===== src/rtl/fifo_read_ctrl.sv =====
// Reader-side FIFO controller: pops into a 2-entry skid buffer, delivers over valid/ready, counts words.
// Pop-to-m_valid latency 2 cycles; downstream stalls stop new pops once buffer plus in-flight reaches 2.

package bus_definitions;
    parameter int ws = 4;

    typedef enum logic [3:0] {
        idle          = 4'b0001,
        insert        = 4'b0010,
        remove        = 4'b0100,
        insert_remove = 4'b1000
    } fifo_fsm_states_t;
endpackage

module fifo_read_ctrl
    import bus_definitions::*;
#(
    parameter int WS    = bus_definitions::ws,
    parameter int CNT_W = 16
) (
    input  logic             clk,
    input  logic             rst_n,
    input  logic             enable,
    input  logic             fifo_empty,
    input  logic [WS-1:0]    fifo_rd_data,
    output logic             fifo_pop,
    output logic             m_valid,
    input  logic             m_ready,
    output logic [WS-1:0]    m_data,
    output logic [CNT_W-1:0] words_out,
    output logic             busy
);

    logic [1:0]       r_occ;
    logic             r_inflight;
    logic             r_rd_ptr;
    logic             r_wr_ptr;
    logic [WS-1:0]    r_buf [2];
    logic [CNT_W-1:0] r_words_out;
    fifo_fsm_states_t r_state;

    fifo_fsm_states_t w_state_nxt;
    logic [1:0]       w_occ_nxt;
    logic             w_capture;
    logic             w_drain;
    logic [2:0]       w_level;

    assign w_capture = r_inflight;
    assign w_drain   = m_valid && m_ready;
    assign m_valid   = (r_occ != 2'd0);
    assign m_data    = r_buf[r_rd_ptr];
    assign busy      = m_valid || r_inflight;
    assign words_out = r_words_out;

    // Counting the slot freed by this cycle's drain keeps full throughput without ever overrunning the buffer.
    assign w_level  = {1'b0, r_occ} + {2'b00, r_inflight} - {2'b00, w_drain};
    assign fifo_pop = rst_n && enable && !fifo_empty && (w_level < 3'd2);

    always_ff @(posedge clk or negedge rst_n) begin
        if (!rst_n) begin
            r_state    <= idle;
            r_occ      <= 2'd0;
            r_inflight <= 1'b0;
        end else begin
            r_state    <= w_state_nxt;
            r_occ      <= w_occ_nxt;
            r_inflight <= fifo_pop;
        end
    end

    always_comb begin
        w_state_nxt = idle;
        w_occ_nxt   = r_occ;
        case ({w_capture, w_drain})
            2'b10: begin
                w_state_nxt = insert;
                w_occ_nxt   = r_occ + 2'd1;
            end
            2'b01: begin
                w_state_nxt = remove;
                w_occ_nxt   = r_occ - 2'd1;
            end
            2'b11: begin
                w_state_nxt = insert_remove;
            end
            default: begin
                w_state_nxt = idle;
            end
        endcase
    end

    always_ff @(posedge clk or negedge rst_n) begin
        if (!rst_n) begin
            for (int i = 0; i < 2; i++) begin
                r_buf[i] <= '0;
            end
            r_wr_ptr    <= 1'b0;
            r_rd_ptr    <= 1'b0;
            r_words_out <= '0;
        end else begin
            if (w_capture) begin
                r_buf[r_wr_ptr] <= fifo_rd_data;
                r_wr_ptr        <= ~r_wr_ptr;
            end
            if (w_drain) begin
                r_rd_ptr    <= ~r_rd_ptr;
                r_words_out <= r_words_out + 1'b1;
            end
        end
    end

    a_no_overflow: assert property (@(posedge clk) disable iff (!rst_n)
        ({1'b0, r_occ} + {2'b00, r_inflight}) <= 3'd2);
    a_state_onehot: assert property (@(posedge clk) disable iff (!rst_n) $onehot(r_state));
    a_insert_fills: assert property (@(posedge clk) disable iff (!rst_n)
        (r_state == insert || r_state == insert_remove) |-> (r_occ != 2'd0));

endmodule


===== config.mk =====
export PLATFORM = sky130hd
export DESIGN_NAME = fifo_read_ctrl
export DESIGN_NICKNAME = d
export VERILOG_FILES = /design/src/rtl/fifo_read_ctrl.sv
export SDC_FILE = /design/constraint.sdc
export NUM_CORES = 1
export LEC_CHECK = 0
export ABC_AREA = 1
export ABC_CLOCK_PERIOD_IN_PS = 2400
export CORE_ASPECT_RATIO = 0.8
export CORE_UTILIZATION = 49
export DETAILED_ROUTE_END_ITERATION = 8
export PLACE_DENSITY = 0.78
export SETUP_SLACK_MARGIN = 0.2
export SLEW_MARGIN = 10
export SYNTH_ARGS = -nofsm -noshare
export SYNTH_HDL_FRONTEND = slang
export SYNTH_SLANG_ARGS = --single-unit

===== constraint.sdc =====
create_clock -name clk -period 2.4 [get_ports clk]
set_clock_uncertainty 0.1 [all_clocks]
set_input_delay 0.36 -clock clk [delete_from_list [all_inputs] [get_ports clk]]
set_output_delay 0.36 -clock clk [all_outputs]
set_load 0.01 [all_outputs]

==> results of run 1 <==
per-layer routing:
layer	global-route usage (%)	wire length, um	vias up	part of all wire, %
met5	0	0	-	0
met4	15.50	80	0	2.4
met3	9.545	185	9	5.6
met2	40.22	1565	44	47
met1	27.84	1480	590	45
li1	-	-	621	-
logic make-up after synthesis:
kind of cell / Yosys count
XOR/XNOR: 14
flip-flops: 29
adder cells (fa/ha/maj): 2
buffers and inverters: 20
AO/OA/AOI/OAI: 11
AND/OR/NAND/NOR: 94
per-stage QoR:
| step | hold WS, ns | cells | total power (uW) | setup WS (ns) |
|---|---|---|---|---|
| 2_1_floorplan | -0.03559 | 170 | 1253 | 0.09293 |
| 3_3_place_gp | 0.3582 | 250 | 1680 | -0.7333 |
| 3_5_place_dp | 0.3648 | 250 | 1746 | -0.8473 |
| 4_1_cts | 0.3792 | 260 | 2288 | -0.2694 |
| 5_1_grt | 0.4007 | 260 | 2428 | -0.3741 |
| 6_report | 0.3779 | 260 | 2280 | -0.2425 |
repair_timing:
action | 4_1_cts | 5_1_grt
gates resized for setup | 7 | 1
pin swaps | 3 | 1
hold endpoints to repair | 0 | 0
endpoints found under the setup margin | 1 | 1
setup buffers | 2 | 0
synth_stat cells:
cell	n
sky130_fd_sc_hd__nor4b_1	1
sky130_fd_sc_hd__nor2_4	1
sky130_fd_sc_hd__nor3_4	1
sky130_fd_sc_hd__xor2_1	10
sky130_fd_sc_hd__ha_1	1
sky130_fd_sc_hd__nand2_4	1
sky130_fd_sc_hd__fa_1	1
sky130_fd_sc_hd__o21ai_0	6
sky130_fd_sc_hd__dfrtp_1	29
sky130_fd_sc_hd__nand3_1	5
sky130_fd_sc_hd__inv_1	15
sky130_fd_sc_hd__nand2_2	1
sky130_fd_sc_hd__nor2_1	16
sky130_fd_sc_hd__clkbuf_1	1
sky130_fd_sc_hd__xnor2_1	4
sky130_fd_sc_hd__o21ai_1	5
sky130_fd_sc_hd__or2_1	1
sky130_fd_sc_hd__nand3b_1	2
sky130_fd_sc_hd__nand3_2	1
sky130_fd_sc_hd__nand4_1	1
sky130_fd_sc_hd__nand2_1	60
sky130_fd_sc_hd__nor2_2	3
sky130_fd_sc_hd__inv_2	4
power by group through the flow:
stage / Clock [uW] / Combinational [uW] / Sequential (uW)
after floorplan: 0 / 458 / 795
after global placement: 0 / 897 / 783
after detailed placement: 0 / 953 / 793
after CTS: 515 / 986 / 788
after global routing: 539 / 1080 / 808
final: 514 / 979 / 787
worst max-delay path by stage:
stage / to / depth (start not counted)
final: fifo_pop / 10
after floorplan: fifo_pop / 10
after CTS: fifo_pop / 11
after detailed placement: fifo_pop / 11
after global placement: fifo_pop / 11
after global routing: fifo_pop / 11
flip-flops by register name, summed over array words and instances (netlist names):
| signal | flops |
|---|---|
| r_buf | 8 |
| r_inflight | 1 |
| r_occ | 2 |
| r_rd_ptr | 1 |
| words_out | 16 |
| r_wr_ptr | 1 |
layout by cell type, fill, tap and decap left out:
master,count
sky130_fd_sc_hd__buf_2,1
sky130_fd_sc_hd__buf_4,14
sky130_fd_sc_hd__bufinv_16,2
sky130_fd_sc_hd__clkbuf_4,5
sky130_fd_sc_hd__clkdlybuf4s50_1,29
sky130_fd_sc_hd__clkinv_2,1
sky130_fd_sc_hd__dfrtp_1,28
sky130_fd_sc_hd__dfrtp_2,1
sky130_fd_sc_hd__dlygate4sd2_1,1
sky130_fd_sc_hd__fa_2,1
sky130_fd_sc_hd__ha_1,1
sky130_fd_sc_hd__inv_1,15
sky130_fd_sc_hd__inv_2,4
sky130_fd_sc_hd__nand2_1,60
sky130_fd_sc_hd__nand2_4,1
sky130_fd_sc_hd__nand2_8,1
sky130_fd_sc_hd__nand3_1,5
sky130_fd_sc_hd__nand3_2,1
sky130_fd_sc_hd__nand3b_1,2
sky130_fd_sc_hd__nand4_1,1
sky130_fd_sc_hd__nor2_1,13
sky130_fd_sc_hd__nor2_2,3
sky130_fd_sc_hd__nor2_4,4
sky130_fd_sc_hd__nor3_4,1
sky130_fd_sc_hd__nor4b_4,1
sky130_fd_sc_hd__o21ai_0,6
sky130_fd_sc_hd__o21ai_1,5
sky130_fd_sc_hd__or2_1,1
sky130_fd_sc_hd__xnor2_1,4
sky130_fd_sc_hd__xor2_1,10
worst max-delay path: stages (launching register included):
cell,delay [ns]
sky130_fd_sc_hd__dfrtp_1,0.44
sky130_fd_sc_hd__nor2_4,0.16
sky130_fd_sc_hd__nor2_4,0.06
sky130_fd_sc_hd__nor2_4,0.09
sky130_fd_sc_hd__nor2_1,0.07
sky130_fd_sc_hd__inv_1,0.07
sky130_fd_sc_hd__nand2_1,0.06
sky130_fd_sc_hd__fa_2,0.33
sky130_fd_sc_hd__xor2_1,0.17
sky130_fd_sc_hd__nor4b_4,0.22
sky130_fd_sc_hd__buf_2,0.17
cell type report:
cell class / count / area [um^2] / area share, %
clock buffers: 5 / 37.54 / 1.838
inverters: 19 / 71.32 / 3.493
repair buffers: 45 / 409.1 / 20.04
multi-input cells: 121 / 684.4 / 33.52
well taps: 38 / 47.55 / 2.328
flip-flops and latches: 29 / 726.9 / 35.60
clock inverters: 3 / 65.06 / 3.186
==> impl_summary.md, run 1 <==
Worst setup path
The peak fanout along the critical path is 3. The setup slack of the most critical reg-to-reg path is 0.44 ns. The data arrival time at the worst-slack endpoint is about 2.2 ns. The first element of the critical path is r_occ[0]$_DFFE_PN0N_.

The number of cells on the worst reg-to-reg path is 10. The worst setup path is captured at an output port. The worst setup path is launched from a flip-flop. The setup path with the least slack is of type flip-flop to output port. The worst register-to-register path ends at r_inflight$_DFF_PN0_. STA puts the critical path data required time at 1.94 ns. The startpoint identified for the worst register-to-register timing path is r_occ[0]$_DFFE_PN0N_.

Min path
Counting instances, the worst hold path has a depth of 1. The worst hold path begins at words_out[15]$_DFFE_PN0P_. The class of the worst hold path is flip-flop to flip-flop. The endpoint with the worst hold slack is words_out[15]$_DFFE_PN0P_.

STA
The measured slew at the worst slew-check pin is between 0.3 and 0.4 ns. The post-route minimum period is ~2.6 ns. The final-report setup violation count is 1. The final sum of negative setup slack is -0.2425 ns.

The max-slew violation count is 0. Setup repair after global routing could not meet its margin everywhere. The worst-case setup margin in the final layout is -0.2425 ns. After layout, the worst path uses 110.1% of the clock period. The peak clock frequency supported by timing is 378.4 MHz.

Measured against its own limit, the worst slew margin works out to approximately 76%. The number of hold violations in the final report was 0.

Clocking
Clock-pin slew was measured on the worst setup and hold paths at roughly 0.1 ns. For the worst-skew pair, the clock arrives at the later sink with an insertion delay of approximately 0.36 ns. The maximum buffer depth of the clock tree is 2.

CTS saw 29 sinks. The library cell used as clock root buffer is sky130_fd_sc_hd__clkbuf_4. The hold buffer count at CTS is 0. TritonCTS created 5 clock buffers. The TritonCTS clock tree is yes. The number of levels in the clock H-tree is 2.

Logic synthesis
Counting every instance in the synthesized netlist gives 170. Summing the areas of all compound-gate instances in the mapped netlist gives 3.846% of the synthesized area. The post-synthesis mux area share is 0%.

The number of synthesized register bits is 29. Synthesis instantiated 23 different standard cells from the library. The synthesized netlist devotes 2.273% of its cell area to adder and majority cells. For this run, the number of Yosys warnings is 0. The post-synthesis xor/xnor area fraction is 8.566%. The average footprint of a synthesized cell is 8.420 um^2.

By area the synthesized netlist is led by sky130_fd_sc_hd__dfrtp_1 (51%), sky130_fd_sc_hd__nand2_1 (16%), sky130_fd_sc_hd__xor2_1 (6.1%). When the netlist entered floorplanning its net count stood at ~180. The top cell type's share of synthesized area is approximately half. The synthesized design spends more area on one cell type than any other, namely sky130_fd_sc_hd__dfrtp_1. The post-synthesis sequential area ratio is approximately 51%. The basic-gate share of the synthesized area counting and, or, nand and nor cells is between 20% and 30%. The largest family of logic cells by synthesized area is simple AND/OR/NAND/NOR gates.

The post-synthesis instance area is 0.001431 mm^2.

Placement
Summed over all nets, the half-perimeter wirelength after detailed placement is roughly 2500 um. The congestion estimate from routability-driven global placement came to ~0.93. Port buffering added 31 buffers. The placed standard-cell area is around 0.0019 mm^2.

Routing
The first-pass detailed-route iteration total is 4. The detailed-route wire length per cell is roughly 13 um. After detailed routing, the total wire length is between 3000 and 4000 um. Using the TritonRoute via totals, the vias-per-cell ratio works out to ~4.9. The number of DRC violations after detailed routing is 0.

The routed layout has about 1.3k vias. The count of antenna-violating nets left after detailed routing is 0. After the first detailed-routing iteration, the DRC count stood at 90.

Die
The die is roughly 62 um wide. The vertical die dimension is roughly 50 um. In this run the core area contains 17 standard-cell rows. The effective utilization at floorplan is 51.76%. Pin placement for this block handled 32 I/O pins. The region available for standard cell placement spans 0.002765 mm^2. The floorplan step defined a die boundary enclosing between 0.003 and 0.004 mm^2.

Power and ir drop
Net switching is a little over a third of the power. The total leakage power is between 0.001 and 0.0015 uW. The sequential cell fraction of total power is around a third. Combinational cells account for a little over two fifths of the total power. The internal power summed over all cells is approximately 1500 uW. The analysis attributes to net switching a power of about 800 uW. In this run, the clock network consumes a little under a quarter of the power. The worst-case IR drop observed on VDD is between 800 and 900 uV. The power density relative to cell area is 1116 mW/mm^2.

GRT
The first global-routing pass estimated 5768 um of wire. The pin count of the biggest net entering global routing is 30. For this run the aggregate overflow at the end of global routing stands at 0.

The initial antenna violation count was 0. The global-route usage over all layers is roughly 25%. The via count of the first global-routing pass is ~1.4k.

Finish
The end-of-flow core utilization is between 70% and 80%. The count of nets after finishing is 232. The total inserted antenna cells is 0. After routing the design area is about 0.0020 mm^2.

The number of inserted filler cells in the final layout is approximately 220. Cells with a size suffix above 1 make up 18.47% of the layout. Relative to the synthesized area, the layout overhead comes to 42.66%.

Status
The final reports fail on setup timing. The flow ran to the end, but the final reports show violations.

Job
Max-cap violations in this run came to 0.
Note: power is estimated with default switching activity, not from simulation.
==> inputs of run 2 (changes only) <==
Settings changed: SLEW_MARGIN 10 to 20.
==> results of run 2 <==
Final layout, timing and power as in run 1 (identical DEF).
==> inputs of run 3 (changes only) <==
Settings changed: SKIP_CTS_REPAIR_TIMING from default to 1.
==> run 3 against run 2 <==
- the flow still finishes with violations (setup timing)
- sequential cell count did not move
- sequential share of layout area about the same
- final area decreased by 0.12%
- critical endpoint unchanged
- register-to-register slack got worse by 0.02 ns
- count of clock-buffer cells in the layout did not move
- cell count did not move
- combinational power down 1%
==> impl_summary.md, run 3 (synthesis gave the netlist of run 1 again) <==
Status
The run finished, with violations left. The checks that failed: setup timing.

Power and ir drop
Power spread over the standard cell area amounts to 1109 mW/mm^2. The peak supply drop is about 860 uV. Total power for the finished layout comes to approximately 2300 uW. The total leakage power is 0.001013 uW.

Routing
The initial DRC count is between 70 and 80. The count of antenna-violating nets left after detailed routing is 0. The count of vias placed by the detailed router is approximately 1.3k. The detailed-route wire length per cell is between 10 and 15 um. The final layout contains routed wiring with a total length of approximately 3300 um.

The first detailed-routing pass ran for 4 iterations. After detailed routing, the number of remaining DRC violations is 0. Using the TritonRoute via totals, the vias-per-cell ratio works out to a little under 5.

Clocking
The number of buffers added by the clock tree synthesis step is 5. The number of levels in the clock H-tree is 2. The number of sinks driven by the clock tree is 29. The clock transition at the register clock pins on the worst setup and hold paths after CTS is roughly 0.10 ns. The library cell used as clock root buffer is sky130_fd_sc_hd__clkbuf_4. The clock latency on the worst-skew pair is 0.34 ns. Counting along the longest clock path gives a buffer depth of 2. TritonCTS built the clock tree.

Placement
Port buffering added 31 buffers. The global placer's final weighted congestion is about 0.93. The placed standard-cell area is ~0.0019 mm^2.

The number of placed cells counting well taps is 250. The half-perimeter wire length of the detailed placement result is about 2500 um.

Die
The floorplan has 17 rows. The effective utilization at floorplan is 51.76%. The vertical die dimension is roughly 50 um. The region available for standard cell placement spans ~0.0028 mm^2. From left edge to right edge, the die measures 62.43 um. The count of boundary I/O pins is 32. The floorplan step defined a die boundary enclosing 0.003142 mm^2.

Finish
The top cell types in the final layout, fill and taps aside, are sky130_fd_sc_hd__nand2_1 (60), sky130_fd_sc_hd__clkdlybuf4s50_1 (29), sky130_fd_sc_hd__dfrtp_1 (28). The flip-flop count of the largest register, all copies and words added is 16. The repair_antennas step left the layout with diodes totalling 0. The count of placed standard cells in the final layout, fillers left out is 260.

The fraction of layout instances using a drive strength above 1 is about a fifth. Once layout is done, the placed cells without fillers occupy 0.002039 mm^2. The count of nets after finishing is ~230.

The area growth from synthesis to layout is 42.48%. Leaving out fill and tap cells, the most frequent cell in the layout is sky130_fd_sc_hd__nand2_1.

STA
The post-route minimum period is approximately 2.7 ns. Setup violations remaining at the end of the flow were counted as 1. The final sum of negative setup slack is -0.2571 ns. At the pin with the least slew margin, the transition time is 0.3583 ns. The number of hold violations in the final report was 0. The headroom to the max-slew limit is between 70% and 80%. Hold timing on the final database bottoms out at a slack of 0.3780 ns. In the post-route analysis, the smallest setup slack over all paths is -0.2571 ns. Derived from the worst setup path, the maximum achievable clock frequency is between 300 and 400 MHz. The part of the cycle the worst path needs is 110.7%. Setup repair after global routing could not meet its margin everywhere.

The max-slew violation count is 0.

Worst setup path
Across all register-to-register paths, the minimum setup slack is about 0.42 ns. Tracing the worst setup path back leads to its startpoint at r_occ[0]$_DFFE_PN0N_. The depth of the most critical reg-to-reg path is 10. STA classifies the critical path endpoint as an output port. STA classifies the critical path startpoint as a flip-flop. The worst register-to-register path begins at r_occ[0]$_DFFE_PN0N_. For the worst setup path, the data arrival time is ~2.2 ns. At the worst endpoint, the required time is approximately 1.9 ns. Following the worst setup path forward leads to its endpoint at fifo_pop. In this run the critical register-to-register path is captured at r_inflight$_DFF_PN0_. The category of the critical setup timing path is flip-flop to output port. Along the worst path, the maximum fanout reaches 3.

Job
The number of max-cap violations is 0.

GRT
The total overflow reported by the global router is 0. Across every metal layer, demand over resource in global routing totals approximately 24%. The first global-routing pass estimated around 5700 um of wire. Entering global routing, the biggest net connects 30 pins. The via count of the first global-routing pass is about 1.4k. The initial antenna violation count is 0.

Min path
The class of the worst hold path is flip-flop to flip-flop.
run 3: report_power, final:
| group | leakage (uW) | switching [uW] | total, uW | internal (uW) |
|---|---|---|---|---|
| sequential | 0.000353 | 146 | 788 | 642 |
| combinational | 0.000605 | 459 | 965 | 506 |
| clock | 0.0000552 | 186 | 509 | 322 |
| total | 0.00101 | 791 | 2260 | 1470 |
run 3: layer usage:
metal,wire length (um),vias up,global-route usage (%),share of wire [%]
met4,80,0,15.89,2.4
met3,148,8,6.591,4.5
li1,-,621,-,-
met5,0,-,0,0
met2,1606,31,41.12,48
met1,1476,592,27.69,45
run 3: worst min path at each step:
stage                                     end  cells after the start                       from
floorplan                r_buf[0]$_DFFE_PN0P_                      0                      rst_n
global placement    words_out[15]$_DFFE_PN0P_                      1  words_out[15]$_DFFE_PN0P_
detailed placement  words_out[15]$_DFFE_PN0P_                      1  words_out[15]$_DFFE_PN0P_
CTS                 words_out[15]$_DFFE_PN0P_                      1  words_out[15]$_DFFE_PN0P_
global route        words_out[15]$_DFFE_PN0P_                      1  words_out[15]$_DFFE_PN0P_
finish              words_out[15]$_DFFE_PN0P_                      1  words_out[15]$_DFFE_PN0P_
run 3: final cells by class:
type / instances / area [um^2]
Clock buffer: 5 / 37.54
Clock inverter: 3 / 65.06
Fill cell: 217 / 725.7
Inverter: 19 / 71.32
Multi-Input combinational cell: 121 / 678.2
Sequential cell: 29 / 726.9
Tap cell: 38 / 47.55
Timing Repair Buffer: 45 / 412.9
run 3: worst max-delay path: stages, from the launching register on:
cell,delay [ns]
sky130_fd_sc_hd__dfrtp_1,0.43
sky130_fd_sc_hd__inv_2,0.08
sky130_fd_sc_hd__nand2_4,0.09
sky130_fd_sc_hd__nand2_8,0.06
sky130_fd_sc_hd__nor2_4,0.10
sky130_fd_sc_hd__nor2_2,0.06
sky130_fd_sc_hd__inv_1,0.07
sky130_fd_sc_hd__nand2_1,0.06
sky130_fd_sc_hd__fa_2,0.51
sky130_fd_sc_hd__nor4b_2,0.21
sky130_fd_sc_hd__buf_2,0.18
run 3: stage by stage:
step | setup slack, ns | util [%]
2_1_floorplan | 0.09293 | -
3_3_place_gp | -0.7333 | 69.23
3_5_place_dp | -0.8473 | 69.23
4_1_cts | -0.8798 | 72.94
5_1_grt | -0.3688 | 73.76
6_report | -0.2571 | 73.76
